File: config.mk
export PLATFORM = sky130hd
export DESIGN_NAME = knob_param_scheduler
export DESIGN_NICKNAME = d
export VERILOG_FILES = /design/src/rtl/knob_param_scheduler.sv
export SDC_FILE = /design/constraint.sdc
export NUM_CORES = 1
export LEC_CHECK = 0
export CAP_MARGIN = 15
export CORE_ASPECT_RATIO = 1.4
export CORE_MARGIN = 1
export CORE_UTILIZATION = 50
export DETAILED_ROUTE_END_ITERATION = 10
export PLACE_DENSITY_LB_ADDON = 0.12
export SLEW_MARGIN = 20
export SYNTH_ARGS = -nofsm -noshare
export SYNTH_HDL_FRONTEND = slang
export SYNTH_SLANG_ARGS = --single-unit
File: constraint.sdc
create_clock -name qzt_clk -period 11 [get_ports qzt_clk]
set_input_delay 1.65 -clock qzt_clk [delete_from_list [all_inputs] [get_ports qzt_clk]]
set_output_delay 1.65 -clock qzt_clk [all_outputs]
set_load 0.1 [all_outputs]
File: src/rtl/knob_param_scheduler.sv
// Rotary-encoder parameter editor for four 12-bit channels. A quadrature decoder
//   turns each encoder detent into one increment or decrement of the selected
//   channel, clamped to that channel's [low, high] window. A debounced button
//   cycles the selected channel. Every value change is queued as a pending bit
//   and sent downstream as (idx, data) over a valid/ready handshake.
//
// Ports
//   qzt_clk    in   single clock, rising edge
//   reset      in   synchronous active-high reset
//   rotA/rotB  in   raw encoder phases (asynchronous)
//   btnSel     in   raw channel-select button, active high (asynchronous)
//   initBus    in   4x12 reset values   (channel n = bits [12n+11:12n])
//   incBus     in   4x12 step sizes
//   lowBus     in   4x12 lower limits
//   highBus    in   4x12 upper limits
//   outBus     out  4x12 current values
//   sel        out  channel currently adjusted by the encoder
//   upd_valid  out  update request valid
//   upd_idx    out  channel of the update request
//   upd_data   out  value of the update request
//   upd_ready  in   downstream accepts the request
module knob_param_scheduler #(
    parameter int unsigned DEB_CYCLES = 50000
) (
    input  logic        qzt_clk,
    input  logic        reset,
    input  logic        rotA,
    input  logic        rotB,
    input  logic        btnSel,
    input  logic [47:0] initBus,
    input  logic [47:0] incBus,
    input  logic [47:0] lowBus,
    input  logic [47:0] highBus,
    output logic [47:0] outBus,
    output logic [1:0]  sel,
    output logic        upd_valid,
    output logic [1:0]  upd_idx,
    output logic [11:0] upd_data,
    input  logic        upd_ready
);

    localparam int unsigned CntW = (DEB_CYCLES > 1) ? $clog2(DEB_CYCLES) : 1;
    localparam logic [CntW-1:0] DebMax = CntW'(DEB_CYCLES - 1);

    typedef enum logic [1:0] {StIdle, StCw, StCcw, StLock} dec_state_e;

    // Bit order {A, B, button} in both synchronizer stages.
    logic [2:0]        sync1_q, sync2_q;
    dec_state_e        dec_q, dec_d;
    logic [3:0][11:0]  value_q, value_d;
    logic [1:0]        sel_q, sel_d;
    logic              deb_q, deb_d;
    logic [CntW-1:0]   cnt_q, cnt_d;
    logic [3:0]        pending_q, pending_d;
    logic              valid_q, valid_d;
    logic [1:0]        idx_q, idx_d;
    logic [11:0]       data_q, data_d;

    logic [3:0][11:0]  inc_a, low_a, high_a;
    logic [1:0]        ab_s;
    logic              btn_s;
    logic              step_inc, step_dec;
    logic [11:0]       cur, inc, lo, hi, inc_val, dec_val, new_val;
    logic [12:0]       sum, lo_plus_inc;
    logic [3:0]        pend_set, pend_clr;
    logic [1:0]        low_idx;

    assign inc_a  = incBus;
    assign low_a  = lowBus;
    assign high_a = highBus;
    assign ab_s   = sync2_q[2:1];
    assign btn_s  = sync2_q[0];

    // Quadrature decoder: one step per detent, LOCK waits for the 00 rest state.
    always_comb begin
        dec_d    = dec_q;
        step_inc = 1'b0;
        step_dec = 1'b0;
        if (ab_s == 2'b00) begin
            dec_d = StIdle;
        end else begin
            unique case (dec_q)
                StIdle: begin
                    if (ab_s == 2'b01) dec_d = StCw;
                    else if (ab_s == 2'b10) dec_d = StCcw;
                end
                StCw: begin
                    if (ab_s == 2'b11) begin
                        step_inc = 1'b1;
                        dec_d    = StLock;
                    end
                end
                StCcw: begin
                    if (ab_s == 2'b11) begin
                        step_dec = 1'b1;
                        dec_d    = StLock;
                    end
                end
                StLock: ;
                default: dec_d = StIdle;
            endcase
        end
    end

    // Clamped step on the currently selected channel (13-bit to catch overflow).
    always_comb begin
        cur         = value_q[sel_q];
        inc         = inc_a[sel_q];
        lo          = low_a[sel_q];
        hi          = high_a[sel_q];
        sum         = {1'b0, cur} + {1'b0, inc};
        lo_plus_inc = {1'b0, lo} + {1'b0, inc};
        inc_val     = (sum > {1'b0, hi}) ? hi : sum[11:0];
        dec_val     = ({1'b0, cur} >= lo_plus_inc) ? (cur - inc) : lo;
        new_val     = step_inc ? inc_val : (step_dec ? dec_val : cur);
        value_d        = value_q;
        value_d[sel_q] = new_val;
        pend_set       = (new_val != cur) ? (4'b0001 << sel_q) : 4'b0000;
    end

    // Button debounce; a debounced rising edge advances the selection.
    always_comb begin
        deb_d = deb_q;
        cnt_d = cnt_q;
        sel_d = sel_q;
        if (btn_s == deb_q) begin
            cnt_d = '0;
        end else if (cnt_q == DebMax) begin
            deb_d = btn_s;
            cnt_d = '0;
            if (btn_s) sel_d = sel_q + 2'd1;
        end else begin
            cnt_d = cnt_q + 1'b1;
        end
    end

    // Update scheduler: issue the lowest pending channel whenever the slot is free.
    always_comb begin
        low_idx = 2'd0;
        for (int i = 3; i >= 0; i--) begin
            if (pending_q[i]) low_idx = 2'(i);
        end
        valid_d  = valid_q;
        idx_d    = idx_q;
        data_d   = data_q;
        pend_clr = 4'b0000;
        if (!valid_q || upd_ready) begin
            if (|pending_q) begin
                valid_d  = 1'b1;
                idx_d    = low_idx;
                data_d   = value_q[low_idx];
                pend_clr = 4'b0001 << low_idx;
            end else begin
                valid_d = 1'b0;
            end
        end
        // Set after clear so a same-edge change to the issued channel is reissued.
        pending_d = (pending_q & ~pend_clr) | pend_set;
    end

    always_ff @(posedge qzt_clk) begin
        if (reset) begin
            sync1_q   <= '0;
            sync2_q   <= '0;
            dec_q     <= StIdle;
            value_q   <= initBus;
            sel_q     <= 2'd0;
            deb_q     <= 1'b0;
            cnt_q     <= '0;
            pending_q <= 4'b1111;
            valid_q   <= 1'b0;
            idx_q     <= 2'd0;
            data_q    <= 12'd0;
        end else begin
            sync1_q   <= {rotA, rotB, btnSel};
            sync2_q   <= sync1_q;
            dec_q     <= dec_d;
            value_q   <= value_d;
            sel_q     <= sel_d;
            deb_q     <= deb_d;
            cnt_q     <= cnt_d;
            pending_q <= pending_d;
            valid_q   <= valid_d;
            idx_q     <= idx_d;
            data_q    <= data_d;
        end
    end

    assign outBus    = value_q;
    assign sel       = sel_q;
    assign upd_valid = valid_q;
    assign upd_idx   = idx_q;
    assign upd_data  = data_q;

endmodule

# Word level (Yosys, flattened, before mapping)
# Index checks and enable logic that the tools add are counted.
[word_totals]
regBits = 94
out_inout_bits = 65
word_cells = 89
[op_classes]
addsub = 5
order_cmp = 5
n_eq_ne = 10
n_shift = 2
muxes = 35
bitwise = 4
reduce_logical = 14
[op_table]
columns = ["cell", "count"]
rows = [
  ["$bmux W12 S2", 5],
  ["$mux W12", 10],
  ["$bwmux W48", 1],
  ["$mux W48", 1],
  ["$add A12 B12 Y13", 2],
  ["$demux W12 S2", 1],
  ["$add A16 B1 Y16 const B", 1],
  ["$eq A16 B16 Y1 const B", 1],
  ["$mux W2", 7],
  ["$ge A12 B13 Y1", 1],
  ["$gt A13 B12 Y1", 1],
  ["$mux W4", 3],
  ["$ne A12 B12 Y1", 1],
  ["$sub A12 B12 Y12", 1],
  ["$shl A1 B2 Y4 const A", 2],
  ["$eq A2 B2 Y1 const B", 3],
  ["$lt A2 B3 Y1 const B", 2],
  ["$mux W1", 6],
  ["$reduce_and A3 Y1", 2],
  ["$and A4 B4 Y4", 1],
  ["$eq A2 B1 Y1 const B", 2],
  ["$logic_not A2 Y1", 2],
  ["$not A4 Y4", 1],
  ["$or A4 B4 Y4", 1],
  ["15 further kinds", 17],
]

# Longest topological paths before layout
[depth]
depth_word = 10
ltp_mapped = 28

# Worst setup path after synthesis
# No wires, ideal clock.
[synth_path]
path_type = "register -> register"
from = "reg sel_q[0], in the netlist sel[0]"
to = "reg pending_q[0]"
setup_time_ns = 0.130
t_arrival_ns = 7.278
setup_slack_ns = 3.591
path_stages_with_launch = 28
period_less_slack_ns = 7.409
cell_sequence = "dfxtp_1 -> buf_2 -> buf_2 -> buf_2 -> buf_1 -> mux4_2 -> ha_1 -> a21o_1 -> a21oi_1 -> o21bai_1 -> a21oi_1 -> o21bai_1 -> a21oi_1 -> o21ai_0 -> nor4_1 -> nor3_1 -> xnor2_1 -> ha_1 -> o21ai_0 -> a221oi_1 -> o211a_1 -> buf_2 -> nor2_1 -> o31a_1 -> or3_1 -> o2bb2ai_1 -> nor4_1 -> a21oi_1"
[synth_between]
elab_chain_len = 10
elab_cells_between_ends = 21
cone_classes = "add/sub: 3; order compare: 2; eq/ne: 1; shift: 1; mux: 13; bitwise: 1"
[synth_rtl]
columns = ["item", "line", "source"]
rows = [
  ["from (decl)", "51", "logic [1:0] sel_q, sel_d;"],
  ["from (signal assigned)", "179", "sel_q <= sel_d;"],
  ["$bmux W12 S2, on equally long branches", "109, 108", ""],
  ["$mux W12, on equally long branches", "109, 108", ""],
  ["$add A12 B12 Y13", "112", "lo_plus_inc = {1'b0, lo} + {1'b0, inc};"],
  ["$ge A12 B13 Y1", "114", "dec_val = ({1'b0, cur} >= lo_plus_inc) ? (cur - inc) : lo;"],
  ["$mux W12", "114", ""],
  ["$mux W12 (2 in a row)", "115", "new_val = step_inc ? inc_val : (step_dec ? dec_val : cur);"],
  ["$ne A12 B12 Y1", "118", "pend_set = (new_val != cur) ? (4'b0001 << sel_q) : 4'b0000;"],
  ["$mux W4 (*)", "118", ""],
  ["$or A4 B4 Y4 (*)", "158", "pending_d = (pending_q & ~pend_clr) | pend_set;"],
  ["to (signal assigned)", "182", "pending_q <= pending_d;"],
  ["to (decl)", "54", "logic [3:0] pending_q, pending_d;"],
]
# Mark *: on every way between the ends. The rest lies on a longest branch, timed or not. The select of a mux whose other input is x is not followed.
# A chain may end at the register's enable or synchronous reset.

# Worst setup path in the final report
[layout_path]
from = "in incBus[36]"
to = "reg pending_q[0]"
[layout_between]
elab_chain_len = 10
elab_cells_between_ends = 14
cone_classes = "add/sub: 3; order compare: 2; eq/ne: 1; mux: 7; bitwise: 1"
[layout_rtl]
columns = ["item", "line", "source"]
rows = [
  ["from (decl)", "31", "input logic [47:0] incBus,"],
  ["$bmux W12 S2 (*)", "108", "inc = inc_a[sel_q];"],
  ["$mux W12 (implied by the code) (*)", "108", ""],
  ["$add A12 B12 Y13", "112", ""],
  ["$ge A12 B13 Y1", "114", ""],
  ["$mux W12", "114", ""],
  ["$mux W12", "115", ""],
  ["$mux W12 (*)", "115", ""],
  ["$ne A12 B12 Y1 (*)", "118", ""],
  ["$mux W4 (*)", "118", ""],
  ["$or A4 B4 Y4 (*)", "158", ""],
]
# Marks and branches as above.

==> impl_metrics.ini <==
[status]
status = finished clean

[routing]
wl_mm = 29.68
drt_first_iter_violations = 582
vias_per_cell = 6.218
ant_nets = 0
routedWlPerCell_um = 21.87
drc = 0
num_vias = 8438
drt_first_pass_iters = 5

[global_routing]
grt_overflow_total = 0
grt_pass1_vias = 8478
gr-usage-met3 = 0.05074
grt_usage = 0.3388
top_usage_layer = met2
grt_first_pass_wirelength_mm = 45.53
grt_use_met1 = 0.3722
use_met2 = 0.6264
antenna_found_initial = 0
grt_max_degree = 92

[run]
drv_cap = 0

[logic_synthesis]
synthTopCellsByCount = nand2_1, nor2_1, ha_1
syn-cell-area_sq_mm = 0.008549
synthCells = 913
synth_cell_types = 74
ys_ff_latch = 94
synth_top_flop_cell = edfxtp_1
synth_nets = 1186
ys_async_sr_fraction = 0
synth-seq-area-share = 0.2763
synth.top_cell.area_share = 0.1686
synth_edf_count = 48
synth.largest_area_cell = edfxtp_1
yosys-top-cells-area = edfxtp_1, mux4_2, dfxtp_1
synth_warnings = 0
yosysMostFrequentCell = nand2_1
syn_area_per_cell_sq_um = 9.364

[critical_path]
regToRegSetupSlack_ns = 4.21
slowest_stage = o41ai_2
reg2reg_from = sel[0]
cp_num_cells = 22
cp-endpoint = pending_q[0]
critPathLaunchType = primary input
critPathCaptureType = register
path_max_fanout = 8
path_class = primary input to register
critPathTopFamily = compound AO/OA/AOI/OAI gates
cp.arrival_ns = 7.37
max_stage_delay_ns = 0.59
path_buf_inv = 2
path_cells = clkdlybuf4s50_1 > mux4_2 > ha_1 > inv_1 > fa_1 > nand2b_1 > a21oi_1 > o41ai_2 > nand2b_1 > a21o_1 > xnor2_1 > ha_1 > o21a_1 > o21ai_0 > a221oi_1 > o211ai_2 > mux2i_1 > a311o_1 > a2111oi_2 > o2111ai_1 > nor4_4 > a21oi_1
r2r_end = pending_q[0]
crit_required_ns = 11.21
startpoint = incBus[36]
reg2regPathDepth = 19

[timing]
tightest_slew_ns = 1.052
timing.final.crit_share = 0.6512
hold_viol_final = 0
slew_headroom = 0.2964
grt_setup_unrepaired = no
finalMaxSlewViolations = 0
max_clock_freq_ghz = 0.1396
setup_viol = 0
skew_ns = 0.006546
post-route-min-period_ns = 7.163
fin_setup_tns_ns = 0

[finish]
fill_cells = 1325
drive_gt1_frac = 0.08925
num_antenna_cells = 0
syn_to_final_growth_pct = 36.21
seqCellArea_sq_mm = 0.002367
nets = 1422
multiInputGateArea_sq_mm = 0.005829

[place]
port-buffer-count = 262
gp_congestion = 0.9809
dpl.hpwl_mm = 23.63

[cts]
post_cts_resized = 0
cts_inserted_buffers = 9
clockRootBuffer = clkbuf_16
cts_setup_buffers = 0
clock-sinks = 94
cts_max_path_buffers = 2
worstSkewPairLatency_ns = 0.34
clk_pin_slew_ns = 0.06
tritoncts = built
htreeDepth = 3
ctsHoldBuffers = 0

[floorplanning]
io_pins = 263
dieArea_sq_mm = 0.01763
die_y_um = 156.7
num_rows = 56
core_sq_mm = 0.01675
start_util = 0.5105
die_w_um = 112.5

[power]
finalPower_mw = 1.352
power.density_mw_per_mm2 = 116.1
ir_worst_vdd_mv = 0.1242
leakage_nw = 4.425

[hold_path]
hold_class = register to register
## power breakdown
group,internal (mW),switching (mW),total (mW)
clock,0.228,0.126,0.353
sequential,0.389,0.0152,0.404
combinational,0.231,0.364,0.595
## through the flow
step	setup slack [ns]	cell area, sq um	util	std cells	hold slack, ns
finish	3.837	11640	0.6954	1357	0.4447
global route	3.556	11640	0.6954	1357	0.4544
CTS	3.905	11640	0.6954	1357	0.4480
detailed placement	3.552	11300	0.6751	1341	0.4274
global placement	3.654	11300	0.6751	1341	0.4175
floorplan	3.591	8549	-	913	0.4132
## metal layers
layer / part of all wire / wire [um]
met5: 0 / 0
met4: 0.047 / 1407
met3: 0.070 / 2086
met2: 0.54 / 15920
met1: 0.35 / 10270
## worst register-to-register path, stage by stage (launching register included)
cell,delay (ns)
dfxtp_4,0.62
buf_4,0.57
mux4_2,0.76
ha_1,0.56
nor2_1,0.09
a221oi_1,0.35
nand2_1,0.22
a21oi_1,0.29
xor2_1,0.26
ha_1,0.29
nand3_1,0.12
nor3_2,0.08
a221oi_1,0.42
a221o_1,0.46
a2111oi_0,0.22
a311o_1,0.36
a2111oi_2,0.25
o2111ai_1,0.23
nor4_4,0.41
a21oi_1,0.12
## layout by cell type (no fill, tap or decap), types with 7 or more instances in the layout
cell type and n:
a21o_1 12, nor3_1 15, nor2_1 78, xor2_1 17, buf_4 8, edfxtp_1 48
dfxtp_1 44, nor4_1 8, nand4_1 8, ha_1 72, a21oi_1 59, mux4_2 57
clkdlybuf4s50_1 261, or3_1 7, xnor2_1 26, mux2i_1 15, a22o_1 16, nor2b_1 19
o21ai_0 59, clkbuf_16 9, nand3_1 14, and3_1 10, nand2_1 100, inv_1 46
nand2b_1 17, o31ai_1 7, o21a_1 7
## cells by family after synthesis
| kind of cell | Yosys count | share of synthesized area |
|---|---|---|
| buf+inv | 92 | 0.04273 |
| flops | 94 | 0.2763 |
| simple gates | 302 | 0.1704 |
| compound gates | 230 | 0.1799 |
| fa+ha+maj | 75 | 0.1124 |
| mux | 77 | 0.1743 |
| xor+xnor | 43 | 0.04405 |
## worst min-delay path by stage
stage / slack (ns) / endpoint / cells after the start / start
2_1_floorplan: 0.41 / cnt_q[0] / 1 / cnt_q[0]
3_3_place_gp: 0.42 / sync2_q[0] / 1 / sync1_q[0]
3_5_place_dp: 0.43 / sync2_q[0] / 1 / sync1_q[0]
4_1_cts: 0.45 / sync2_q[0] / 1 / sync1_q[0]
5_1_grt: 0.45 / sync2_q[1] / 1 / sync1_q[1]
6_report: 0.44 / sync2_q[0] / 1 / sync1_q[0]
## flip-flops by register name (all words and copies together), names as in the netlist
name and flops:
deb_q 1, pending_q 4, cnt_q 16, dec_q 2, upd_idx 2, upd_valid 1, sel 2, sync1_q 3
upd_data 12, outBus 48, sync2_q 3
## final cells by class
| class | instances | share of cell area |
|---|---|---|
| flip-flops and latches | 94 | 0.2033 |
| clock inverters | 4 | 0.008058 |
| well taps | 203 | 0.02181 |
| multi-input cells | 727 | 0.5006 |
| clock buffers | 12 | 0.02117 |
| inverters | 47 | 0.01515 |
| repair buffers | 270 | 0.2299 |
Power figures use the tool's default switching activity.
